<file path="src/rtl/vm2002_coin_credit.sv">
// vm2002 coin credit stage: coin intake, debit answers and greedy change return.
// Optional macro VM2002_AUTO_CHANGE_EN: a successful debit with leftover credit starts change on its own.
//
// state     | meaning
// ----------+------------------------------------------------------------
// ST_IDLE   | accepting coins, debits and refund requests
// ST_CHANGE | paying out credit one coin at a time over change_valid/ready
// ST_DONE   | one-cycle change_done pulse, then back to ST_IDLE
module vm2002_coin_credit #(
  parameter int unsigned          CREDIT_W   = 16,
  parameter logic [CREDIT_W-1:0]  MAX_CREDIT = 16'd995
) (
  input  logic                clk,
  input  logic                rst,
  input  logic                coin_valid_i,
  input  logic [1:0]          coin_code_i,
  output logic                coin_reject_o,
  input  logic                debit_req_i,
  input  logic [CREDIT_W-1:0] debit_amt_i,
  output logic                debit_ack_o,
  output logic                debit_ok_o,
  input  logic                refund_req_i,
  output logic                change_valid_o,
  output logic [1:0]          change_coin_o,
  input  logic                change_ready_i,
  output logic                change_done_o,
  output logic [CREDIT_W-1:0] credit_o,
  output logic                busy_o
);

  typedef enum logic [1:0] {
    ST_IDLE   = 2'd0,
    ST_CHANGE = 2'd1,
    ST_DONE   = 2'd2
  } state_t;

  state_t              state_q, state_d;
  logic [CREDIT_W-1:0] credit_q, credit_d;
  logic                coin_reject_q, coin_reject_d;
  logic                debit_ack_q, debit_ack_d;
  logic                debit_ok_q, debit_ok_d;

  logic [CREDIT_W-1:0] coin_val;
  logic                credit_enough;
  logic [CREDIT_W-1:0] post_debit;
  logic [CREDIT_W:0]   coin_sum;
  logic                coin_fits;
  logic [1:0]          greedy_code;
  logic [CREDIT_W-1:0] greedy_val;

  function automatic logic [CREDIT_W-1:0] coin_value(input logic [1:0] code);
    case (code)
      2'd0:    coin_value = CREDIT_W'(5);
      2'd1:    coin_value = CREDIT_W'(10);
      2'd2:    coin_value = CREDIT_W'(25);
      default: coin_value = CREDIT_W'(100);
    endcase
  endfunction

  // Debit is judged on pre-coin credit; the coin overflow check then sees the post-debit value.
  always_comb begin
    coin_val      = coin_value(coin_code_i);
    credit_enough = (credit_q >= debit_amt_i);
    post_debit    = (debit_req_i && credit_enough) ? (credit_q - debit_amt_i) : credit_q;
    coin_sum      = {1'b0, post_debit} + {1'b0, coin_val};
    coin_fits     = (coin_sum <= {1'b0, MAX_CREDIT});
  end

  always_comb begin
    if (credit_q >= CREDIT_W'(25)) begin
      greedy_code = 2'd2;
      greedy_val  = CREDIT_W'(25);
    end else if (credit_q >= CREDIT_W'(10)) begin
      greedy_code = 2'd1;
      greedy_val  = CREDIT_W'(10);
    end else begin
      greedy_code = 2'd0;
      greedy_val  = CREDIT_W'(5);
    end
  end

  always_comb begin
    state_d       = state_q;
    credit_d      = credit_q;
    coin_reject_d = 1'b0;
    debit_ack_d   = debit_req_i;
    debit_ok_d    = 1'b0;

    case (state_q)
      ST_IDLE: begin
        debit_ok_d    = debit_req_i && credit_enough;
        coin_reject_d = coin_valid_i && !coin_fits;
        credit_d      = (coin_valid_i && coin_fits) ? coin_sum[CREDIT_W-1:0] : post_debit;
        if (refund_req_i) begin
          state_d = (credit_d != '0) ? ST_CHANGE : ST_DONE;
        end
`ifdef VM2002_AUTO_CHANGE_EN
        else if (debit_ok_d && (credit_d != '0)) begin
          state_d = ST_CHANGE;
        end
`endif
      end

      ST_CHANGE: begin
        coin_reject_d = coin_valid_i;
        if (change_ready_i) begin
          // Saturate so a stray sub-nickel residue can never wrap.
          credit_d = (credit_q > greedy_val) ? (credit_q - greedy_val) : '0;
          if (credit_d == '0) begin
            state_d = ST_DONE;
          end
        end
      end

      ST_DONE: begin
        coin_reject_d = coin_valid_i;
        state_d       = ST_IDLE;
      end

      default: begin
        state_d = ST_IDLE;
      end
    endcase
  end

  always_ff @(posedge clk) begin
    if (rst) begin
      state_q       <= ST_IDLE;
      credit_q      <= '0;
      coin_reject_q <= 1'b0;
      debit_ack_q   <= 1'b0;
      debit_ok_q    <= 1'b0;
    end else begin
      state_q       <= state_d;
      credit_q      <= credit_d;
      coin_reject_q <= coin_reject_d;
      debit_ack_q   <= debit_ack_d;
      debit_ok_q    <= debit_ok_d;
    end
  end

  assign coin_reject_o  = coin_reject_q;
  assign debit_ack_o    = debit_ack_q;
  assign debit_ok_o     = debit_ok_q;
  assign credit_o       = credit_q;
  assign change_valid_o = (state_q == ST_CHANGE);
  assign change_coin_o  = (state_q == ST_CHANGE) ? greedy_code : 2'd0;
  assign change_done_o  = (state_q == ST_DONE);
  assign busy_o         = (state_q == ST_CHANGE) || (state_q == ST_DONE);

endmodule

</file>
<file path="config.mk">
export PLATFORM = sky130hd
export DESIGN_NAME = vm2002_coin_credit
export DESIGN_NICKNAME = d
export VERILOG_FILES = /design/src/rtl/vm2002_coin_credit.sv
export SDC_FILE = /design/constraint.sdc
export NUM_CORES = 1
export LEC_CHECK = 0
export BUFFER_PORTS_ARGS = -buffer_cell sky130_fd_sc_hd__buf_2
export CAP_MARGIN = 20
export CORE_ASPECT_RATIO = 1.75
export CORE_UTILIZATION = 28
export CTS_BUF_LIST = sky130_fd_sc_hd__clkbuf_8
export DETAILED_ROUTE_END_ITERATION = 7
export GPL_ROUTABILITY_DRIVEN = 0
export HOLD_SLACK_MARGIN = 0.08
export PLACE_DENSITY = 0.49
export SLEW_MARGIN = 20
export SYNTH_ARGS = -nofsm -noshare
export SYNTH_HDL_FRONTEND = slang
export SYNTH_SLANG_ARGS = --single-unit
</file>
<file path="constraint.sdc">
create_clock -name clk -period 7.9 [get_ports clk]
set_clock_uncertainty 0.2 [all_clocks]
set_input_delay 1.58 -clock clk [delete_from_list [all_inputs] [get_ports clk]]
set_output_delay 1.58 -clock clk [all_outputs]
set_load 0.01 [all_outputs]
</file>
==> summary.txt <==
DIE AREA: 13500 sq um
fill cell instance count of the final layout: 1415
Syn Nets: 582
Final Slew Violations: 0
Worst Tran Pin Value: 1219 ps
number of CTS-inserted buffers: 3
worst hold path cell count: 2
Die Wd: 88.28 microns
Max Freq: 0.1439 GHz
drt initial violations: 287
Post-CTS Hold Fix Bufs: 0
global routing usage summed across all routing layers: 20.03%
number of endpoints with negative hold slack in the final report: 0
global route overflow: 0
Final nets: 617
area share of the largest cell type after synthesis: 13.04%
pin count of the biggest net entering global routing: 20
Critical Path Start Type: primary input
Leak Pwr: 1.881 nW
maximum level of the CTS H-tree: 1
r2r startpoint: credit_o[7]
Hold Crit Endpoint: credit_o[12]
required time of the critical path: 7850 ps
cell internal power dissipation: 0.0007586 W
Mean Syn Cell Area: 7.055 sq um
final worst path period share: 87.99%
Combinational Power Share: 83.7%
Area contributors post-synth: ha_1 (13%), dfxtp_1 (12%), a21oi_1 (6.0%), inv_1 (4.7%), nand2_1 (4.0%)
switching power of the nets: 0.001125 W
HPWL after detailed placement: 10920 microns
count of cells along the worst register-to-register path: 19
EDFF count, synth: 0
later-pin clock latency in the skew report: 290 ps
DRT Pass-1 Iters: 5
area taken by flip-flops and latches: 420.4 sq um
final period demand of the worst path: 6951 ps
Cells after Synth: 517
vias per inst: 5.833
CTS sink count: 21
maximum clock insertion buffer count: 2
sequential area share after synthesis: 11.53%
number of buffers added on ports: 47
total core area: 12570 sq um
wire length of the first global-routing pass: 20840 microns
distinct cell type count of the synthesized netlist: 64
Setup CP Type: primary input to flip-flop
P per Cell Area: 462.6 nW/um^2
Sequential Power Share: 12.0%
y dimension of the die: 153.0 microns
number of vias after detailed routing: 4194
Gates resized, CTS repair: 0
antenna diode instance count: 0
count of state elements after synthesis: 21
via count of the first global-routing pass: 4145
FP Rows: 54
worst-case setup margin in the final layout: 949.0 ps
pre-CTS setup slack: 709.6 ps
DRC violation count after routing: 0
Hold Path Class: flip-flop to flip-flop
headroom to the max-slew limit: 18.75%
switching power as a share of total power: 59.73%
antenna violations before repair: 0
post-route setup TNS: 0 ps
effective utilization at floorplan: 29.02%
number of maximum-capacitance violations: 0
unrepaired setup endpoints after global routing: false
end of the worst register-to-register path: credit_o[9]
power share of the clock group: 4.3%
number of buffers inserted to repair setup after CTS: 0
master cell of the clock root buffer: clkbuf_8
most instantiated flip-flop cell in the synthesis netlist: dfxtp_1
fraction of registers with async set or reset after synthesis: 0%
combined area of the multi-input logic cells: 2969 sq um
data arrival time of the worst path: 6900 ps
number of antenna-violating nets in the routed design: 0
average wire length per cell after detail routing: 18.65 microns
largest voltage drop on the vdd net: 0.1668 mV
crit path max fanout: 17
TritonCTS clock tree: done
worst setup slack for register-to-register paths: 1770 ps
routed wire length: 13410 microns
num ports: 48
Util after Layout: 32.41%
Setup-failing EPs final: 0
run status: complete, no violations
warning count from the yosys run: 0
Min-Delay Startpoint: credit_o[12]
cell taking the most area after synthesis: ha_1
layout cells sized above 1: 11.98%
cell area after synthesis: 3647 sq um
synth-to-layout area growth: 11.66%
category of the worst setup path capture point: flip-flop
clock transition at the registers of the reported paths: 80 ps
## state kept, by name (all words and copies together), names as in the netlist
register and count:
state_q 2, debit_ack_o 1, credit_o 16, debit_ok_o 1
coin_reject_o 1
## metal layers
metal | vias up | wire (microns) | global-route usage, %
met1 | 1974 | 4964 | 21.10
met5 | - | 0 | 0
met4 | 0 | 834 | 13.29
li1 | 1994 | - | -
met2 | 170 | 7082 | 36.48
met3 | 56 | 526 | 1.512
## layout by cell type (no fill, tap or decap), types with 4 or more instances in the layout
cell type and instances:
buf_2 47, inv_1 46, a21oi_1 44, nand2_1 39, ha_1 38, nor2_1 32
o21ai_0 25, nand3_1 22, dfxtp_1 21, nor3_1 15, xor2_1 14, a21o_1 14
nand4_1 13, and2_1 12, and3_1 11, mux2i_1 9, o211ai_1 9, nand2b_1 9
xnor2_1 8, a311oi_1 7, nor2b_1 7, o21ai_1 7, a211oi_1 5, o22ai_1 5
a221oi_1 5, nor4_1 5, o21a_1 5, a31oi_1 4, o31ai_1 4, a211o_1 4
or3_1 4, nand3b_1 4, or2_2 4
## how the worst max path moves through the flow
stage,to,cells past startpoint,slack [ps],from
after CTS,credit_o[9],21,990,debit_amt_i[7]
after global routing,credit_o[9],21,520,debit_amt_i[7]
after floorplan,state_q[1],20,1650,debit_amt_i[5]
after global placement,credit_o[9],21,740,debit_amt_i[5]
final,credit_o[9],21,950,debit_amt_i[7]
after detailed placement,credit_o[2],22,710,debit_amt_i[7]
## area by class of cell
cell class	instances	share of cell area, %
multi-input cells	430	72.90
clock inverters	1	0.1229
clock buffers	3	1.014
well taps	168	5.161
repair buffers	49	6.144
inverters	47	4.332
flip-flops and latches	21	10.32
## Yosys cell counts, types with 7 or more instances
library cell  count
o211ai_1          9
a21oi_1          44
nor2_1           32
nand4_1          13
o21ai_1           7
a21o_1           14
clkbuf_1         16
xor2_1           14
and3_1           11
xnor2_1           8
ha_1             38
nand2_1          39
inv_1            46
a311oi_1          7
and2_1           12
nand3_1          22
nand2b_1          9
o21ai_0          25
nor3_1           15
dfxtp_1          21
mux2i_1           9
nor2b_1           7
## cells by family after synthesis
| group | after synthesis | share of synthesized area, % |
|---|---|---|
| compound gates | 172 | 32.28 |
| simple gates | 184 | 26.07 |
| mux | 11 | 3.088 |
| flops | 21 | 11.53 |
| buf+inv | 66 | 7.067 |
| fa+ha+maj | 41 | 14.68 |
| xor+xnor | 22 | 5.283 |
## stage by stage
step | cell area (sq um) | power [W] | std cells | hold slack, ps
finish | 4073 | 0.001884 | 719 | 379.7
global route | 4073 | 0.002040 | 719 | 408.0
CTS | 4073 | 0.001859 | 719 | 382.3
detailed placement | 4026 | 0.001763 | 715 | 365.6
global placement | 4026 | 0.001767 | 715 | 339.6
floorplan | 3647 | 0.001346 | 517 | 301.7
## critical path: stages
cell	delay (ps)
buf_2	80
inv_1	30
ha_1	380
a21o_1	240
a31o_1	240
a221o_1	410
o21a_1	410
mux2_2	360
inv_1	50
ha_1	220
fa_1	400
nand3_1	120
a21o_1	180
a21o_1	190
nand2_1	120
a311oi_1	310
a221o_1	240
and4_1	570
nand3_1	170
o311ai_0	470
a211oi_1	130
## power groups by stage
stage / sequential, W / clock [W] / combinational (W)
4_1_cts: 0.000223 / 0.0000833 / 0.00155
2_1_floorplan: 0.000204 / 0 / 0.00114
5_1_grt: 0.000231 / 0.0000859 / 0.00172
6_report: 0.000226 / 0.0000803 / 0.00158
3_3_place_gp: 0.000225 / 0 / 0.00154
3_5_place_dp: 0.000226 / 0 / 0.00154
Power figures use the tool's default switching activity.
